--- config.mk ---
export PLATFORM = sky130hd
export DESIGN_NAME = ebpc_out_packer_flat
export DESIGN_NICKNAME = d
export VERILOG_FILES = /design/src/rtl/ebpc_out_packer_if.sv /design/src/rtl/ebpc_out_packer.sv /design/src/flat_wrapper.sv
export SDC_FILE = /design/constraint.sdc
export NUM_CORES = 1
export LEC_CHECK = 0
export ABC_CLOCK_PERIOD_IN_PS = 3700
export BUFFER_PORTS_ARGS = -buffer_cell sky130_fd_sc_hd__buf_2
export CAP_MARGIN = 20
export CORE_MARGIN = 1
export CORE_UTILIZATION = 58
export DETAILED_ROUTE_END_ITERATION = 8
export PLACE_DENSITY = 0.86
export SLEW_MARGIN = 10
export SYNTH_ARGS = -nofsm -noshare
export SYNTH_HDL_FRONTEND = slang
export SYNTH_SLANG_ARGS = --single-unit
--- constraint.sdc ---
create_clock -name clk_i -period 3.7 [get_ports clk_i]
set_clock_uncertainty 0.1 [all_clocks]
set_input_delay 0.74 -clock clk_i [delete_from_list [all_inputs] [get_ports clk_i]]
set_output_delay 0.74 -clock clk_i [all_outputs]
set_load 0.01 [all_outputs]
--- src/rtl/ebpc_out_packer_if.sv ---
// Port bundle for ebpc_out_packer: length side channel, element input stream, packed word output.
// The slave modport is the packer; master is whoever drives lengths/elements and consumes words.
interface ebpc_out_packer_if #(
    parameter int unsigned DATA_W        = 8,
    parameter int unsigned OUT_W         = 32,
    parameter int unsigned LOG_MAX_WORDS = 24
);
    localparam int unsigned LANES = OUT_W / DATA_W;

    logic [LOG_MAX_WORDS-1:0] num_words;
    logic                     num_words_vld;
    logic                     num_words_rdy;
    logic [DATA_W-1:0]        in_data;
    logic                     in_last;
    logic                     in_vld;
    logic                     in_rdy;
    logic [OUT_W-1:0]         out_data;
    logic [LANES-1:0]         out_keep;
    logic                     out_last;
    logic                     out_vld;
    logic                     out_rdy;
    logic                     len_err;

    modport master (
        output num_words, num_words_vld, in_data, in_last, in_vld, out_rdy,
        input  num_words_rdy, in_rdy, out_data, out_keep, out_last, out_vld, len_err
    );

    modport slave (
        input  num_words, num_words_vld, in_data, in_last, in_vld, out_rdy,
        output num_words_rdy, in_rdy, out_data, out_keep, out_last, out_vld, len_err
    );
endinterface

--- src/rtl/ebpc_out_packer.sv ---
// Packs decoder elements into OUT_W-bit words, framing each packet by an expected element count
// and flagging (sticky) any count/last mismatch.
module ebpc_out_packer #(
    parameter int unsigned DATA_W        = 8,
    parameter int unsigned OUT_W         = 32,
    parameter int unsigned LOG_MAX_WORDS = 24
) (
    input logic               clk_i,
    input logic               rst_i,
    ebpc_out_packer_if.slave  bus
);
    localparam int unsigned LANES  = OUT_W / DATA_W;
    localparam int unsigned LANE_W = $clog2(LANES);

    typedef enum logic [1:0] {StWaitLen, StCollect, StDrop} state_e;

    state_e                   state_q, state_d;
    logic [LOG_MAX_WORDS-1:0] n_q, n_d, cnt_q, cnt_d;
    logic [OUT_W-1:0]         acc_q, acc_d;
    logic [LANE_W-1:0]        lane_q, lane_d;
    logic                     closed_q, closed_d;
    logic [LANES-1:0]         ckeep_q, ckeep_d;
    logic                     clast_q, clast_d;
    logic [OUT_W-1:0]         odata_q, odata_d;
    logic [LANES-1:0]         okeep_q, okeep_d;
    logic                     olast_q, olast_d;
    logic                     ovld_q, ovld_d;
    logic                     err_q, err_d;

    logic              oreg_free, acc_blocked, move_acc, take, pkt_end, closing;
    logic [LANE_W-1:0] base_lane;
    logic [OUT_W-1:0]  new_acc;
    logic [LANES-1:0]  new_keep;

    always_comb begin
        oreg_free   = !ovld_q || bus.out_rdy;
        acc_blocked = closed_q && !oreg_free;
        bus.num_words_rdy = !rst_i && (state_q == StWaitLen) && !acc_blocked;
        bus.in_rdy = !rst_i && (((state_q == StCollect) && !acc_blocked) || (state_q == StDrop));
        take      = bus.in_vld && bus.in_rdy && (state_q == StCollect);
        // A pending closed word leaving this edge frees the accumulator for the incoming element.
        move_acc  = closed_q && oreg_free;
        base_lane = move_acc ? '0 : lane_q;
        pkt_end   = take && ((cnt_q == n_q) || bus.in_last);
        closing   = take && ((base_lane == LANE_W'(LANES - 1)) || pkt_end);
        new_acc   = move_acc ? '0 : acc_q;
        for (int unsigned i = 0; i < LANES; i++) begin
            new_keep[i] = (LANE_W'(i) <= base_lane);
            if (LANE_W'(i) == base_lane) begin
                new_acc[i*DATA_W +: DATA_W] = bus.in_data;
            end
        end
    end

    always_comb begin
        state_d  = state_q;
        n_d      = n_q;
        cnt_d    = cnt_q;
        acc_d    = acc_q;
        lane_d   = lane_q;
        closed_d = closed_q;
        ckeep_d  = ckeep_q;
        clast_d  = clast_q;
        odata_d  = odata_q;
        okeep_d  = okeep_q;
        olast_d  = olast_q;
        ovld_d   = ovld_q && !bus.out_rdy;
        err_d    = err_q;

        if (move_acc) begin
            odata_d  = acc_q;
            okeep_d  = ckeep_q;
            olast_d  = clast_q;
            ovld_d   = 1'b1;
            acc_d    = '0;
            lane_d   = '0;
            closed_d = 1'b0;
        end

        if (take) begin
            cnt_d = cnt_q + LOG_MAX_WORDS'(1);
            if (closing && oreg_free && !move_acc) begin
                odata_d = new_acc;
                okeep_d = new_keep;
                olast_d = pkt_end;
                ovld_d  = 1'b1;
                acc_d   = '0;
                lane_d  = '0;
            end else if (closing) begin
                acc_d    = new_acc;
                lane_d   = '0;
                closed_d = 1'b1;
                ckeep_d  = new_keep;
                clast_d  = pkt_end;
            end else begin
                acc_d  = new_acc;
                lane_d = base_lane + LANE_W'(1);
            end
        end

        unique case (state_q)
            StWaitLen: begin
                if (bus.num_words_vld && bus.num_words_rdy) begin
                    n_d     = bus.num_words;
                    cnt_d   = '0;
                    state_d = StCollect;
                end
            end
            StCollect: begin
                if (pkt_end) begin
                    if (cnt_q == n_q && bus.in_last) begin
                        state_d = StWaitLen;
                    end else if (cnt_q == n_q) begin
                        err_d   = 1'b1;
                        state_d = StDrop;
                    end else begin
                        err_d   = 1'b1;
                        state_d = StWaitLen;
                    end
                end
            end
            StDrop: begin
                if (bus.in_vld && bus.in_last) state_d = StWaitLen;
            end
            default: state_d = StWaitLen;
        endcase
    end

    always_ff @(posedge clk_i) begin
        if (rst_i) begin
            state_q  <= StWaitLen;
            n_q      <= '0;
            cnt_q    <= '0;
            acc_q    <= '0;
            lane_q   <= '0;
            closed_q <= 1'b0;
            ckeep_q  <= '0;
            clast_q  <= 1'b0;
            odata_q  <= '0;
            okeep_q  <= '0;
            olast_q  <= 1'b0;
            ovld_q   <= 1'b0;
            err_q    <= 1'b0;
        end else begin
            state_q  <= state_d;
            n_q      <= n_d;
            cnt_q    <= cnt_d;
            acc_q    <= acc_d;
            lane_q   <= lane_d;
            closed_q <= closed_d;
            ckeep_q  <= ckeep_d;
            clast_q  <= clast_d;
            odata_q  <= odata_d;
            okeep_q  <= okeep_d;
            olast_q  <= olast_d;
            ovld_q   <= ovld_d;
            err_q    <= err_d;
        end
    end

    assign bus.out_data = odata_q;
    assign bus.out_keep = okeep_q;
    assign bus.out_last = olast_q;
    assign bus.out_vld  = ovld_q;
    assign bus.len_err  = err_q;
endmodule

--- src/flat_wrapper.sv ---
// flat-port wrapper written by rule: the top's interface ports become plain ports
module ebpc_out_packer_flat 
#(
    parameter int unsigned DATA_W        = 8,
    parameter int unsigned OUT_W         = 32,
    parameter int unsigned LOG_MAX_WORDS = 24
)
  (clk_i, rst_i, bus_num_words, bus_num_words_vld, bus_in_data, bus_in_last, bus_in_vld, bus_out_rdy, bus_num_words_rdy, bus_in_rdy, bus_out_data, bus_out_keep, bus_out_last, bus_out_vld, bus_len_err);
  ebpc_out_packer_if #(.DATA_W(DATA_W), .OUT_W(OUT_W), .LOG_MAX_WORDS(LOG_MAX_WORDS)) bus_i ();
  input logic clk_i;
  input logic rst_i;
  input wire logic [$bits(bus_i.num_words)-1:0] bus_num_words;
  input wire logic [$bits(bus_i.num_words_vld)-1:0] bus_num_words_vld;
  input wire logic [$bits(bus_i.in_data)-1:0] bus_in_data;
  input wire logic [$bits(bus_i.in_last)-1:0] bus_in_last;
  input wire logic [$bits(bus_i.in_vld)-1:0] bus_in_vld;
  input wire logic [$bits(bus_i.out_rdy)-1:0] bus_out_rdy;
  output wire logic [$bits(bus_i.num_words_rdy)-1:0] bus_num_words_rdy;
  output wire logic [$bits(bus_i.in_rdy)-1:0] bus_in_rdy;
  output wire logic [$bits(bus_i.out_data)-1:0] bus_out_data;
  output wire logic [$bits(bus_i.out_keep)-1:0] bus_out_keep;
  output wire logic [$bits(bus_i.out_last)-1:0] bus_out_last;
  output wire logic [$bits(bus_i.out_vld)-1:0] bus_out_vld;
  output wire logic [$bits(bus_i.len_err)-1:0] bus_len_err;
  assign bus_i.num_words = bus_num_words;
  assign bus_i.num_words_vld = bus_num_words_vld;
  assign bus_i.in_data = bus_in_data;
  assign bus_i.in_last = bus_in_last;
  assign bus_i.in_vld = bus_in_vld;
  assign bus_i.out_rdy = bus_out_rdy;
  assign bus_num_words_rdy = bus_i.num_words_rdy;
  assign bus_in_rdy = bus_i.in_rdy;
  assign bus_out_data = bus_i.out_data;
  assign bus_out_keep = bus_i.out_keep;
  assign bus_out_last = bus_i.out_last;
  assign bus_out_vld = bus_i.out_vld;
  assign bus_len_err = bus_i.len_err;
  ebpc_out_packer #(.DATA_W(DATA_W), .OUT_W(OUT_W), .LOG_MAX_WORDS(LOG_MAX_WORDS)) u_core (.clk_i(clk_i), .rst_i(rst_i), .bus(bus_i));
endmodule
==> results of run 1 <==
registers in the layout, summed over array words and instances, names as in the netlist:
| name | count |
|---|---|
| u_core.acc_q | 32 |
| u_core.bus.len_err | 1 |
| u_core.bus.out_data | 32 |
| u_core.bus.out_keep | 4 |
| u_core.bus.out_last | 1 |
| u_core.bus.out_vld | 1 |
| u_core.ckeep_q | 4 |
| u_core.clast_q | 1 |
| u_core.closed_q | 1 |
| u_core.cnt_q | 24 |
| u_core.lane_q | 2 |
| u_core.n_q | 24 |
| u_core.state_q | 2 |
cells by family (layout without fill, tap and decap cells):
logic type / after synthesis / in the layout
AOI/OAI and AO/OA: 170 / 170
xor gates and xnor gates: 41 / 41
adders and majority gates: 6 / 6
buffers and inverters: 60 / 135
DFF: 129 / 129
muxes: 39 / 39
and+or+nand+nor: 320 / 320
area by class of cell:
cell class,instances,area (sq um)
clock inverters,15,264
inverters,9,33.8
multi-input cells,576,3490
repair buffers,94,523
flip-flops and latches,129,2580
clock buffers,17,414
fillers,749,2990
well taps,136,170
worst max-delay path, stage by stage (launching register included):
cell and delay [ns]:
sky130_fd_sc_hd__dfxtp_1 0.42, sky130_fd_sc_hd__xor2_1 0.10, sky130_fd_sc_hd__nor4_1 0.54, sky130_fd_sc_hd__and4_1 0.46, sky130_fd_sc_hd__a21o_1 0.60, sky130_fd_sc_hd__buf_12 0.23, sky130_fd_sc_hd__nor2_1 0.07
power breakdown:
part           leakage (nW)  internal, mW  switching [mW]
Combinational          1.86        0.0808           0.148
Sequential             1.04          1.42          0.0251
Clock                 0.331          1.30           0.632
per-layer routing:
| metal | up-vias | part of all wire, % |
|---|---|---|
| li1 | 2788 | - |
| met1 | 2758 | 38 |
| met2 | 317 | 50 |
| met3 | 51 | 7.9 |
| met4 | 0 | 3.6 |
| met5 | - | 0 |
metrics by stage:
| step | utilization [%] | instances |
|---|---|---|
| after floorplan | - | 765 |
| after global placement | 65.0 | 944 |
| after detailed placement | 65.0 | 944 |
| after CTS | 71.5 | 976 |
| after global routing | 71.5 | 976 |
| final | 71.5 | 976 |
final timing paths:
check	slack [ns]	endpoint
worst min register to register	0.36	u_core.ckeep_q[0]
worst max register to register	1.05	u_core.acc_q[7]
worst min-delay path	0.29	u_core.n_q[2]
worst max-delay path	1.05	u_core.acc_q[7]
placed cells by master (no fill, tap or decap), drive strengths merged, types with 6 or more instances in the layout:
master  instances
nand2         169
mux2           34
clkinv          7
a21oi          49
dfxtp         129
a22oi          32
nor4            6
or4             7
and4            9
buf            94
nand4          10
xnor2          14
ha              6
o21ai          66
o211ai          6
clkbuf         17
nand3          38
xor2           27
inv             9
nor3            7
nor2           59
bufinv          7
==> out/qor.json, run 1 <==
{
  "yosys": {
    "muxShareOfSynthArea_pct": 8.50,
    "netlist_top_cells_count": "169 x sky130_fd_sc_hd__nand2_1, 129 x sky130_fd_sc_hd__dfxtp_1, 66 x sky130_fd_sc_hd__o21ai_0, 58 x sky130_fd_sc_hd__nor2_1, 47 x sky130_fd_sc_hd__a21oi_1",
    "compound_gate_portion_of_the_synthesized_area_pct": 15.9,
    "synth_cell_type_count": 53,
    "synth_nets": 809,
    "dominant_cells_by_area_after_synthesis": "sky130_fd_sc_hd__dfxtp_1 41%, sky130_fd_sc_hd__nand2_1 10%, sky130_fd_sc_hd__mux2_4 6.6%",
    "yosysTopAreaCell": "sky130_fd_sc_hd__dfxtp_1",
    "synth-main-ff-cell": "sky130_fd_sc_hd__dfxtp_1",
    "netlist_area_sq_um": 6330,
    "synth_seq_cells": 129,
    "number_of_warning_messages_in_the_yosys_log": 0,
    "synthDominantCellAreaShare_pct": 40.8,
    "synth_edf_count": 0,
    "post-synth-top-count-cell": "sky130_fd_sc_hd__nand2_1",
    "synth-adder-area-share_pct": 1.19,
    "synth-xor-area-share_pct": 5.67,
    "synth_area_in_simple_gates_pct": 23.8,
    "synth.yosys.seq_area_share_pct": 40.8,
    "async_flop_share_pct": 0,
    "synthesis.area_per_instance_sq_um": 8.28,
    "synth_top_family_by_area": "simple AND/OR/NAND/NOR gates",
    "postSynthCellCount": 765
  },
  "run_status": {
    "run_status": "completed"
  },
  "global_route": {
    "gr-usage-met3_pct": 7.17,
    "globalRoute.busiestLayer": "met2",
    "grt_start_max_net_pins": 47,
    "first_global_vias": 5739,
    "gr-usage-met2_pct": 52.6,
    "wire_length_of_the_first_global_routing_pass_um": 27400,
    "global_route.overflow_total": 0,
    "met1_usage_pct": 35.2,
    "grt.total_usage_pct": 30.7,
    "antenna_found_initial": 0
  },
  "layout": {
    "syn_to_final_growth_pct": 18.1,
    "finalNetCount": 871,
    "finished_layout_cell_area_sq_um": 7480,
    "diodes": 0,
    "post_route_cells_drive_above_1_share_pct": 20.7
  },
  "worst_hold_path": {
    "hp-start": "bus_num_words[2]",
    "hold_depth": 3,
    "timing.hold.worst.class": "input pin to flip-flop"
  },
  "sta": {
    "final_max_slew_viol_count": 0,
    "period_utilisation_layout_pct": 71.5,
    "grt_setup_unrepaired": "no",
    "final.hold.worst_slack_ns": 0.285,
    "postLayoutSetupSlackWorst_ns": 1.05,
    "max_clock_freq_mhz": 378,
    "clock_period_minus_worst_slack_ns": 2.65,
    "hold_viol": 0,
    "timing_worst_slew_pin_value_ns": 0.851,
    "timing.final.setup_violations": 0,
    "max-slew-margin-rel_pct": 43.3,
    "tns_ns": 0
  },
  "critical_path": {
    "worst_setup_path_start_kind": "flip-flop",
    "worstPathRequired_ns": 4.01,
    "setup.worst_path.end_class": "flip-flop",
    "critical_path_peak_fanout": 18,
    "setup.worst_path.class": "flip-flop to flip-flop",
    "critical_path.startpoint": "u_core.cnt_q[11]",
    "r2r_cells": 6,
    "critPathArrivalTime_ns": 2.96,
    "regToRegStartpoint": "u_core.cnt_q[11]"
  },
  "routing": {
    "num_vias": 5914,
    "detail_route.vias_per_cell": 6.06,
    "wl_per_cell_um": 17.3,
    "drt-initial-drc-count": 427,
    "antenna_violating_nets_post_route": 0,
    "drt-total-wl_um": 16900,
    "drt_drc_violations_left": 0,
    "drt_pass1_iterations": 5
  },
  "clock_tree": {
    "clk_transition_reported_paths_ns": 0.06,
    "htree_levels": 4,
    "tritoncts_num_sinks": 129,
    "cts.repair.resized": 0,
    "numCtsBuffers": 17,
    "post-cts-setup-buffer-count": 0,
    "cts_buffer_depth": 2,
    "root_buffer": "sky130_fd_sc_hd__clkbuf_8",
    "cts_hold_buffers": 0,
    "cts_tree": "done",
    "clkLatencyLatePin_ns": 0.53
  },
  "pwr": {
    "total_power_mw": 3.60,
    "power_density_nw_per_um2": 482,
    "power.ir.vdd_worst_uv": 454,
    "static-leakage-power_nw": 3.24
  },
  "place": {
    "postPlaceCellArea_sq_um": 6800,
    "gp_congestion": 0.839,
    "dpl.hpwl_um": 11200,
    "post_placement_worst_setup_slack_ns": 0.543,
    "port-buffer-count": 78
  },
  "job": {
    "maxCapViolCount": 0
  },
  "floorplan": {
    "initial_utilization_pct": 60.5,
    "core_region_area_sq_um": 10500,
    "floorplan.die_area_sq_um": 11300,
    "die_height_um": 106,
    "io_pins": 79,
    "fp-row-count": 37,
    "die_w_um": 106
  }
}
Power figures use the tool's default switching activity.
==> run 2, diff against run 1 <==
ABC_AREA = 1   (was default)
ABC_CLOCK_PERIOD_IN_PS = 2600   (was 3700)
CORE_UTILIZATION = 59   (was 58)
PLACE_DENSITY = 0.87   (was 0.86)
clock period = 2.6 ns   (was 3.7 ns; I/O delays follow)
==> run 2 against run 1 <==
  * Combinational power rose by 63%
  * Hold slack got worse by 0.20 ns
  * First-iteration DRC count rose by 22%
  * Largest power group unchanged
  * Utilization fell by 1.1 points
  * Critical path depth rose by 7
  * Wire length fell by 6.8%
==> out/qor.json, run 2 <==
{
  "run_status": {
    "run_status": {"value": "completed", "change": "unchanged"}
  },
  "yosys": {
    "yosysTopAreaCell": {"value": "sky130_fd_sc_hd__dfxtp_1", "change": "unchanged"},
    "synth-main-ff-cell": {"value": "sky130_fd_sc_hd__dfxtp_1", "change": "unchanged"},
    "netlist_area": {"value": 6630, "unit": "sq um", "change": "was 6330 sq um"},
    "synth_edf_count": {"value": 0, "change": "unchanged"},
    "synthesis.area_per_instance": {"value": 6.59, "unit": "sq um", "change": "was 8.28 sq um"},
    "post-synth-top-count-cell": {"value": "sky130_fd_sc_hd__nand2_1", "change": "unchanged"},
    "number_of_warning_messages_in_the_yosys_log": {"value": 0, "change": "unchanged"},
    "synthDominantCellAreaShare": {"value": 38.9, "unit": "%", "change": "was 40.8%"},
    "synth_cell_type_count": {"value": 29, "change": "was 53"},
    "async_flop_share": {"value": 0, "unit": "%", "change": "unchanged"},
    "postSynthCellCount": {"value": 1006, "change": "was 765"},
    "netlist_top_cells_count": {"value": "300 x sky130_fd_sc_hd__nand2_1, 139 x sky130_fd_sc_hd__inv_1, 136 x sky130_fd_sc_hd__nor2_1, 129 x sky130_fd_sc_hd__dfxtp_1, 99 x sky130_fd_sc_hd__o21ai_0", "change": "was 169 x sky130_fd_sc_hd__nand2_1, 129 x sky130_fd_sc_hd__dfxtp_1, 66 x sky130_fd_sc_hd__o21ai_0, 58 x sky130_fd_sc_hd__nor2_1, 47 x sky130_fd_sc_hd__a21oi_1"},
    "synth.yosys.seq_area_share": {"value": 38.9, "unit": "%", "change": "was 40.8%"},
    "dominant_cells_by_area_after_synthesis": {"value": "sky130_fd_sc_hd__dfxtp_1 39%, sky130_fd_sc_hd__nand2_1 17%, sky130_fd_sc_hd__inv_1 7.9%", "change": "was sky130_fd_sc_hd__dfxtp_1 41%, sky130_fd_sc_hd__nand2_1 10%, sky130_fd_sc_hd__mux2_4 6.6%"},
    "synth_nets": {"value": 1050, "change": "was 809"},
    "synth_seq_cells": {"value": 129, "change": "unchanged"}
  },
  "clock_tree": {
    "clk_transition_reported_paths": {"value": 0.06, "unit": "ns", "change": "about the same"},
    "cts.repair.resized": {"value": 0, "change": "unchanged"},
    "clkLatencyLatePin": {"value": 0.53, "unit": "ns", "change": "about the same"},
    "post-cts-setup-buffer-count": {"value": 0, "change": "unchanged"},
    "cts_tree": {"value": "done", "change": "unchanged"},
    "cts_hold_buffers": {"value": 0, "change": "unchanged"},
    "cts_buffer_depth": {"value": 2, "change": "unchanged"},
    "root_buffer": {"value": "sky130_fd_sc_hd__clkbuf_8", "change": "unchanged"},
    "tritoncts_num_sinks": {"value": 129, "change": "unchanged"},
    "htree_levels": {"value": 4, "change": "unchanged"},
    "numCtsBuffers": {"value": 17, "change": "unchanged"}
  },
  "layout": {
    "syn_to_final_growth": {"value": 15.5, "unit": "%", "change": "was 18.1%"},
    "layout.cells.most_common_list": {"value": "299 x sky130_fd_sc_hd__nand2_1, 139 x sky130_fd_sc_hd__inv_1, 136 x sky130_fd_sc_hd__nor2_1, 129 x sky130_fd_sc_hd__dfxtp_1, 99 x sky130_fd_sc_hd__o21ai_0", "change": "was 169 x sky130_fd_sc_hd__nand2_1, 129 x sky130_fd_sc_hd__dfxtp_1, 78 x sky130_fd_sc_hd__buf_2, 66 x sky130_fd_sc_hd__o21ai_0, 57 x sky130_fd_sc_hd__nor2_1"},
    "finalNetCount": {"value": 1116, "change": "was 871"},
    "post_route_cells_drive_above_1_share": {"value": 12.1, "unit": "%", "change": "was 20.7%"},
    "mostFrequentLayoutCell": {"value": "sky130_fd_sc_hd__nand2_1", "change": "unchanged"},
    "final.fill_count": {"value": 861, "change": "was 749"},
    "diodes": {"value": 0, "change": "unchanged"}
  },
  "global_route": {
    "first_global_vias": {"value": 5812, "change": "was 5,739"},
    "wire_length_of_the_first_global_routing_pass": {"value": 26400, "unit": "um", "change": "was 27,400 um"},
    "global_route.overflow_total": {"value": 0, "change": "unchanged"},
    "grt.total_usage": {"value": 28.8, "unit": "%", "change": "was 30.7%"},
    "antenna_found_initial": {"value": 0, "change": "unchanged"},
    "grt_start_max_net_pins": {"value": 66, "change": "was 47"}
  },
  "floorplan": {
    "initial_utilization": {"value": 60.9, "unit": "%", "change": "was 60.5%"},
    "core_region_area": {"value": 10900, "unit": "sq um", "change": "was 10,500 sq um"},
    "fp-row-count": {"value": 38, "change": "was 37"},
    "io_pins": {"value": 79, "change": "unchanged"},
    "die_w": {"value": 108, "unit": "um", "change": "was 106 um"},
    "floorplan.die_area": {"value": 11700, "unit": "sq um", "change": "was 11,300 sq um"},
    "die_height": {"value": 108, "unit": "um", "change": "was 106 um"}
  },
  "sta": {
    "max_clock_freq": {"value": 438, "unit": "MHz", "change": "was 378 MHz"},
    "timing_worst_slew_pin_value": {"value": 0.635, "unit": "ns", "change": "was 0.851 ns"},
    "clock_period_minus_worst_slack": {"value": 2.28, "unit": "ns", "change": "was 2.65 ns"},
    "hold_viol": {"value": 0, "change": "unchanged"},
    "period_utilisation_layout": {"value": 87.9, "unit": "%", "change": "was 71.5%"},
    "postLayoutSetupSlackWorst": {"value": 0.315, "unit": "ns", "change": "was 1.05 ns"},
    "final_max_slew_viol_count": {"value": 0, "change": "unchanged"},
    "grt_setup_unrepaired": {"value": "no", "change": "unchanged"},
    "max-slew-margin-rel": {"value": 57.7, "unit": "%", "change": "was 43.3%"},
    "tns": {"value": 0, "unit": "ns", "change": "unchanged"},
    "timing.final.setup_violations": {"value": 0, "change": "unchanged"}
  },
  "place": {
    "port-buffer-count": {"value": 78, "change": "unchanged"},
    "gp_congestion": {"value": 0.904, "change": "was 0.839"},
    "post_placement_worst_setup_slack": {"value": 0.164, "unit": "ns", "change": "was 0.543 ns"},
    "dpl.hpwl": {"value": 10300, "unit": "um", "change": "was 11,200 um"}
  },
  "pwr": {
    "static-leakage-power": {"value": 4.46, "unit": "nW", "change": "was 3.24 nW"},
    "power.ir.vdd_worst": {"value": 509, "unit": "uV", "change": "was 454 uV"},
    "power_density": {"value": 592, "unit": "nW/um^2", "change": "was 482 nW/um^2"}
  },
  "critical_path": {
    "regToRegStartpoint": {"value": "u_core.cnt_q[0]", "change": "was u_core.cnt_q[11]"},
    "critical_path.startpoint": {"value": "u_core.cnt_q[0]", "change": "was u_core.cnt_q[11]"},
    "r2r_cells": {"value": 13, "change": "was 6"},
    "worstPathRequired": {"value": 2.97, "unit": "ns", "change": "was 4.01 ns"},
    "worst_setup_path_endpoint": {"value": "u_core.bus.out_data[14]", "change": "was u_core.acc_q[7]"},
    "r2r_slack": {"value": 0.32, "unit": "ns", "change": "was 1.05 ns"},
    "setup.worst_path.end_class": {"value": "flip-flop", "change": "unchanged"},
    "rr_endpoint": {"value": "u_core.bus.out_data[14]", "change": "was u_core.acc_q[7]"},
    "critPathArrivalTime": {"value": 2.66, "unit": "ns", "change": "was 2.96 ns"},
    "setup.worst_path.class": {"value": "flip-flop to flip-flop", "change": "unchanged"},
    "worst_setup_path_start_kind": {"value": "flip-flop", "change": "unchanged"},
    "critical_path_peak_fanout": {"value": 54, "change": "was 18"}
  },
  "worst_hold_path": {
    "timing.hold.worst.class": {"value": "input pin to flip-flop", "change": "unchanged"}
  },
  "job": {
    "maxCapViolCount": {"value": 0, "change": "unchanged"}
  },
  "routing": {
    "antenna_violating_nets_post_route": {"value": 0, "change": "unchanged"},
    "wl_per_cell": {"value": 12.8, "unit": "um", "change": "was 17.3 um"},
    "drt_drc_violations_left": {"value": 0, "change": "unchanged"},
    "detail_route.vias_per_cell": {"value": 5.23, "change": "was 6.06"},
    "drt-total-wl": {"value": 15700, "unit": "um", "change": "was 16,900 um"},
    "drt-initial-drc-count": {"value": 521, "change": "was 427"},
    "drt_pass1_iterations": {"value": 6, "change": "was 5"},
    "num_vias": {"value": 6399, "change": "was 5,914"}
  }
}
[run 2: cell types whose count changed after synthesis, sizes merged, moves of 12 or more]
| cell | previous run | this run |
|---|---|---|
| nor2 | 59 | 137 |
| nand2 | 169 | 300 |
| xor2 | 27 | 11 |
| o211ai | 6 | 32 |
| xnor2 | 14 | 0 |
| inv | 9 | 143 |
| mux2i | 5 | 33 |
| nand3 | 38 | 15 |
| clkbuf | 37 | 25 |
| mux2 | 34 | 0 |
| a22oi | 32 | 0 |
| a21oi | 49 | 20 |
| o21ai | 66 | 100 |
[run 2: cells by family after synthesis]
group | share of synthesized area [%]
AO/OA/AOI/OAI | 13.4
XOR/XNOR | 1.45
adder cells (fa/ha/maj) | 1.13
buffers and inverters | 12.0
flip-flops | 38.9
multiplexers | 4.98
AND/OR/NAND/NOR | 28.1
[run 2: layout make-up]
| cell class | count | area [sq um] | share of cell area [%] |
|---|---|---|---|
| tap | 140 | 175 | 2.29 |
| clock buffer | 26 | 488 | 6.37 |
| timing repair buffer | 95 | 568 | 7.41 |
| clock inverter | 5 | 28.8 | 0.376 |
| inverter | 145 | 544 | 7.10 |
| sequential | 129 | 2580 | 33.7 |
| multi-input combinational | 684 | 3270 | 42.7 |
[run 2: how the worst min path moves through the flow]
stage,depth (start not counted),to,start,slack [ns]
after detailed placement,2,u_core.clast_q,u_core.clast_q,0.36
final,3,u_core.n_q[11],bus_num_words[11],0.08
after floorplan,2,u_core.ckeep_q[0],u_core.ckeep_q[0],0.34
after global routing,3,u_core.n_q[14],bus_num_words[14],0.09
after CTS,3,u_core.n_q[20],bus_num_words[20],0.07
after global placement,2,u_core.clast_q,u_core.clast_q,0.35
[run 2: critical path, stage by stage, from the launching register on]
cell                      delay, ns
sky130_fd_sc_hd__dfxtp_1       0.42
sky130_fd_sc_hd__inv_1         0.12
sky130_fd_sc_hd__nand2_1       0.08
sky130_fd_sc_hd__nand2_1       0.05
sky130_fd_sc_hd__nor2_1        0.09
sky130_fd_sc_hd__nand2_1       0.06
sky130_fd_sc_hd__nor2_1        0.17
sky130_fd_sc_hd__nand3_1       0.22
sky130_fd_sc_hd__nand3_2       0.17
sky130_fd_sc_hd__nand3_4       0.20
sky130_fd_sc_hd__buf_12        0.26
sky130_fd_sc_hd__nand2_1       0.10
sky130_fd_sc_hd__nand2_1       0.05
sky130_fd_sc_hd__nor2_1        0.10
[run 2: metrics by stage]
stage | hold slack, ns | utilization, % | instance area, sq um | power, mW | std cells
after detailed placement | 0.360 | 65.6 | 7140 | 2.48 | 1193
final | 0.0827 | 70.4 | 7660 | 4.54 | 1224
after floorplan | 0.336 | - | 6630 | 2.36 | 1006
after CTS | 0.0733 | 70.4 | 7660 | 4.54 | 1224
after global routing | 0.0918 | 70.4 | 7660 | 4.71 | 1224
after global placement | 0.354 | 65.6 | 7140 | 2.47 | 1193
[run 2: where the power goes]
part,switching (mW),internal [mW]
sequential,0.0347,2.04
clock,0.824,1.26
combinational,0.240,0.134
[run 2: per-layer routing]
layer / GRT usage, % / routed length (um) / vias to the layer above
li1: - / - / 3271
met1: 37.6 / 7180 / 2851
met2: 44.4 / 7010 / 226
met3: 6.27 / 1010 / 51
met4: 15.1 / 519 / 0
met5: 0 / 0 / -
==> run 3, diff against run 2 <==
CORE_MARGIN = default   (was 1)
PLACE_DENSITY = 0.91   (was 0.87)
==> run 3 against run 2 <==
  * Die area unchanged
  * Design area increased by 0.78%
  * Via count increased by 1.7%
  * Clock power increased by 14%
  * Utilization increased by 0.55 points
  * Wire length increased by 1.6%
  * Critical path depth unchanged
  * Count of clock-buffer cells in the layout decreased by 3
  * Non-clock buffer count decreased by 3
  * Critical path type unchanged
==> out/qor.json, run 3 (synthesis gave the netlist of run 2 again) <==
{
  "floorplan": {
    "core_region_area": {"value": 10900, "unit": "sq um", "change": "unchanged"},
    "fp-row-count": {"value": 38, "change": "unchanged"},
    "io_pins": {"value": 79, "change": "unchanged"},
    "die_height": {"value": 108, "unit": "um", "change": "unchanged"},
    "die_w": {"value": 108, "unit": "um", "change": "unchanged"},
    "floorplan.die_area": {"value": 11700, "unit": "sq um", "change": "unchanged"},
    "initial_utilization": {"value": 60.9, "unit": "%", "change": "unchanged"}
  },
  "critical_path": {
    "critPathArrivalTime": {"value": 2.67, "unit": "ns", "change": "was 2.66 ns"},
    "setup.worst_path.end_class": {"value": "flip-flop", "change": "unchanged"},
    "worst_setup_path_start_kind": {"value": "flip-flop", "change": "unchanged"},
    "r2r_cells": {"value": 13, "change": "unchanged"},
    "critical_path_peak_fanout": {"value": 27, "change": "was 54"},
    "setup.worst_path.class": {"value": "flip-flop to flip-flop", "change": "unchanged"},
    "worstPathRequired": {"value": 2.96, "unit": "ns", "change": "was 2.97 ns"}
  },
  "clock_tree": {
    "cts_tree": {"value": "done", "change": "unchanged"},
    "numCtsBuffers": {"value": 17, "change": "unchanged"},
    "cts.repair.resized": {"value": 0, "change": "unchanged"},
    "clk_transition_reported_paths": {"value": 0.06, "unit": "ns", "change": "about the same"},
    "post-cts-setup-buffer-count": {"value": 0, "change": "unchanged"},
    "htree_levels": {"value": 4, "change": "unchanged"},
    "cts_buffer_depth": {"value": 2, "change": "unchanged"},
    "cts_hold_buffers": {"value": 0, "change": "unchanged"},
    "tritoncts_num_sinks": {"value": 129, "change": "unchanged"},
    "clkLatencyLatePin": {"value": 0.52, "unit": "ns", "change": "was 0.53 ns"},
    "root_buffer": {"value": "sky130_fd_sc_hd__clkbuf_8", "change": "unchanged"}
  },
  "sta": {
    "grt_setup_unrepaired": {"value": "no", "change": "unchanged"},
    "hold_viol": {"value": 0, "change": "unchanged"},
    "final_max_slew_viol_count": {"value": 0, "change": "unchanged"},
    "clock_period_minus_worst_slack": {"value": 2.32, "unit": "ns", "change": "was 2.28 ns"},
    "timing.final.setup_violations": {"value": 0, "change": "unchanged"},
    "max_clock_freq": {"value": 432, "unit": "MHz", "change": "was 438 MHz"},
    "period_utilisation_layout": {"value": 89.1, "unit": "%", "change": "was 87.9%"},
    "tns": {"value": 0, "unit": "ns", "change": "unchanged"},
    "max-slew-margin-rel": {"value": 53.4, "unit": "%", "change": "was 57.7%"},
    "timing_worst_slew_pin_value": {"value": 0.698, "unit": "ns", "change": "was 0.635 ns"}
  },
  "routing": {
    "detail_route.vias_per_cell": {"value": 5.32, "change": "was 5.23"},
    "antenna_violating_nets_post_route": {"value": 0, "change": "unchanged"},
    "drt-total-wl": {"value": 16000, "unit": "um", "change": "was 15,700 um"},
    "drt-initial-drc-count": {"value": 605, "change": "was 521"},
    "drt_drc_violations_left": {"value": 0, "change": "unchanged"},
    "wl_per_cell": {"value": 13.1, "unit": "um", "change": "was 12.8 um"},
    "drt_pass1_iterations": {"value": 6, "change": "unchanged"},
    "num_vias": {"value": 6505, "change": "was 6,399"}
  },
  "layout": {
    "layout.cells.most_common_list": {"value": "299 x sky130_fd_sc_hd__nand2_1, 139 x sky130_fd_sc_hd__inv_1, 136 x sky130_fd_sc_hd__nor2_1, 129 x sky130_fd_sc_hd__dfxtp_1, 99 x sky130_fd_sc_hd__o21ai_0", "change": "unchanged"},
    "post_route_cells_drive_above_1_share": {"value": 12.1, "unit": "%", "change": "about the same"},
    "syn_to_final_growth": {"value": 16.4, "unit": "%", "change": "was 15.5%"},
    "finalNetCount": {"value": 1113, "change": "was 1,116"},
    "finalNonFillerCells": {"value": 1223, "change": "was 1,224"},
    "mostFrequentLayoutCell": {"value": "sky130_fd_sc_hd__nand2_1", "change": "unchanged"}
  },
  "pwr": {
    "p_sw_share": {"value": 23.3, "unit": "%", "change": "was 24.2%"},
    "static-leakage-power": {"value": 4.46, "unit": "nW", "change": "about the same"},
    "power_switching": {"value": 1.12, "unit": "mW", "change": "was 1.10 mW"},
    "power.combinational.fraction": {"value": 7.8, "unit": "%", "change": "was 8.2%"},
    "power.internal": {"value": 3.71, "unit": "mW", "change": "was 3.44 mW"},
    "power_density": {"value": 626, "unit": "nW/um^2", "change": "was 592 nW/um^2"},
    "power.ir.vdd_worst": {"value": 554, "unit": "uV", "change": "was 509 uV"},
    "total_power": {"value": 4.83, "unit": "mW", "change": "was 4.54 mW"},
    "power.sequential.fraction": {"value": 43.0, "unit": "%", "change": "was 45.8%"},
    "power_frac_clock": {"value": 49.3, "unit": "%", "change": "was 46.0%"}
  },
  "global_route": {
    "global_route.overflow_total": {"value": 0, "change": "unchanged"},
    "wire_length_of_the_first_global_routing_pass": {"value": 26600, "unit": "um", "change": "was 26,400 um"},
    "grt.total_usage": {"value": 28.8, "unit": "%", "change": "about the same"},
    "antenna_found_initial": {"value": 1, "change": "was 0"},
    "grt_start_max_net_pins": {"value": 54, "change": "was 66"},
    "first_global_vias": {"value": 5743, "change": "was 5,812"}
  },
  "worst_hold_path": {
    "hold_depth": {"value": 3, "change": "unchanged"},
    "timing.hold.worst.class": {"value": "input pin to flip-flop", "change": "unchanged"}
  },
  "job": {
    "maxCapViolCount": {"value": 0, "change": "unchanged"}
  },
  "place": {
    "gp_congestion": {"value": 0.879, "change": "was 0.904"},
    "place.detailed.instances": {"value": 1190, "change": "was 1,193"},
    "dpl.hpwl": {"value": 10300, "unit": "um", "change": "about the same"},
    "port-buffer-count": {"value": 78, "change": "unchanged"}
  },
  "run_status": {
    "run_status": {"value": "completed", "change": "unchanged"}
  }
}
[run 3: final timing paths]
check                         start                 endpoint  slack [ns]
hold / removal    bus_num_words[12]           u_core.n_q[12]        0.09
setup reg to reg    u_core.cnt_q[0]  u_core.bus.out_data[24]        0.28
setup / recovery    u_core.cnt_q[0]  u_core.bus.out_data[24]        0.28
hold reg to reg   u_core.ckeep_q[0]        u_core.ckeep_q[0]        0.37
[run 3: layout make-up]
cell class              instances  area [sq um]
flip-flops and latches        129          2580
fillers                       830          3170
diodes                          1          2.50
clock buffers                  23           467
clock inverters                 9           130
repair buffers                 92           546
well taps                     140           175
multi-input cells             684          3270
inverters                     145           544
[run 3: worst max-delay path, stage by stage, from the launching register on]
cell	delay, ns
sky130_fd_sc_hd__dfxtp_1	0.45
sky130_fd_sc_hd__inv_1	0.15
sky130_fd_sc_hd__nand2_1	0.08
sky130_fd_sc_hd__nand2_1	0.05
sky130_fd_sc_hd__nor2_1	0.08
sky130_fd_sc_hd__nand2_1	0.05
sky130_fd_sc_hd__nor2_1	0.15
sky130_fd_sc_hd__nand3_1	0.19
sky130_fd_sc_hd__nand3_2	0.15
sky130_fd_sc_hd__nand3_4	0.25
sky130_fd_sc_hd__buf_12	0.27
sky130_fd_sc_hd__nand2_1	0.07
sky130_fd_sc_hd__nand2_1	0.07
sky130_fd_sc_hd__nor2_1	0.12
[run 3: power groups by stage]
stage	Clock, mW	Sequential [mW]	Combinational, mW
finish	2.38	2.08	0.375
global route	2.50	2.08	0.425
CTS	2.40	2.07	0.372
detailed placement	0	2.12	0.365
global placement	0	2.11	0.354
floorplan	0	2.11	0.248
[run 3: routing by layer]
| metal | vias to the layer above | wire length (um) | GRT usage, % |
|---|---|---|---|
| li1 | 3269 | - | - |
| met1 | 2939 | 6870 | 37.1 |
| met2 | 258 | 7490 | 46.1 |
| met3 | 39 | 1180 | 6.45 |
| met4 | 0 | 447 | 12.7 |
| met5 | - | 0 | 0 |
[run 3: metrics by stage]
stage	setup WS, ns	util [%]	instance area [sq um]	hold WS, ns
after detailed placement	0.0656	65.4	7120	0.356
final	0.284	70.9	7720	0.0905
after CTS	0.306	70.9	7720	0.0755
after floorplan	0.143	-	6630	0.336
after global placement	0.133	65.4	7120	0.344
after global routing	0.128	70.9	7720	0.0923
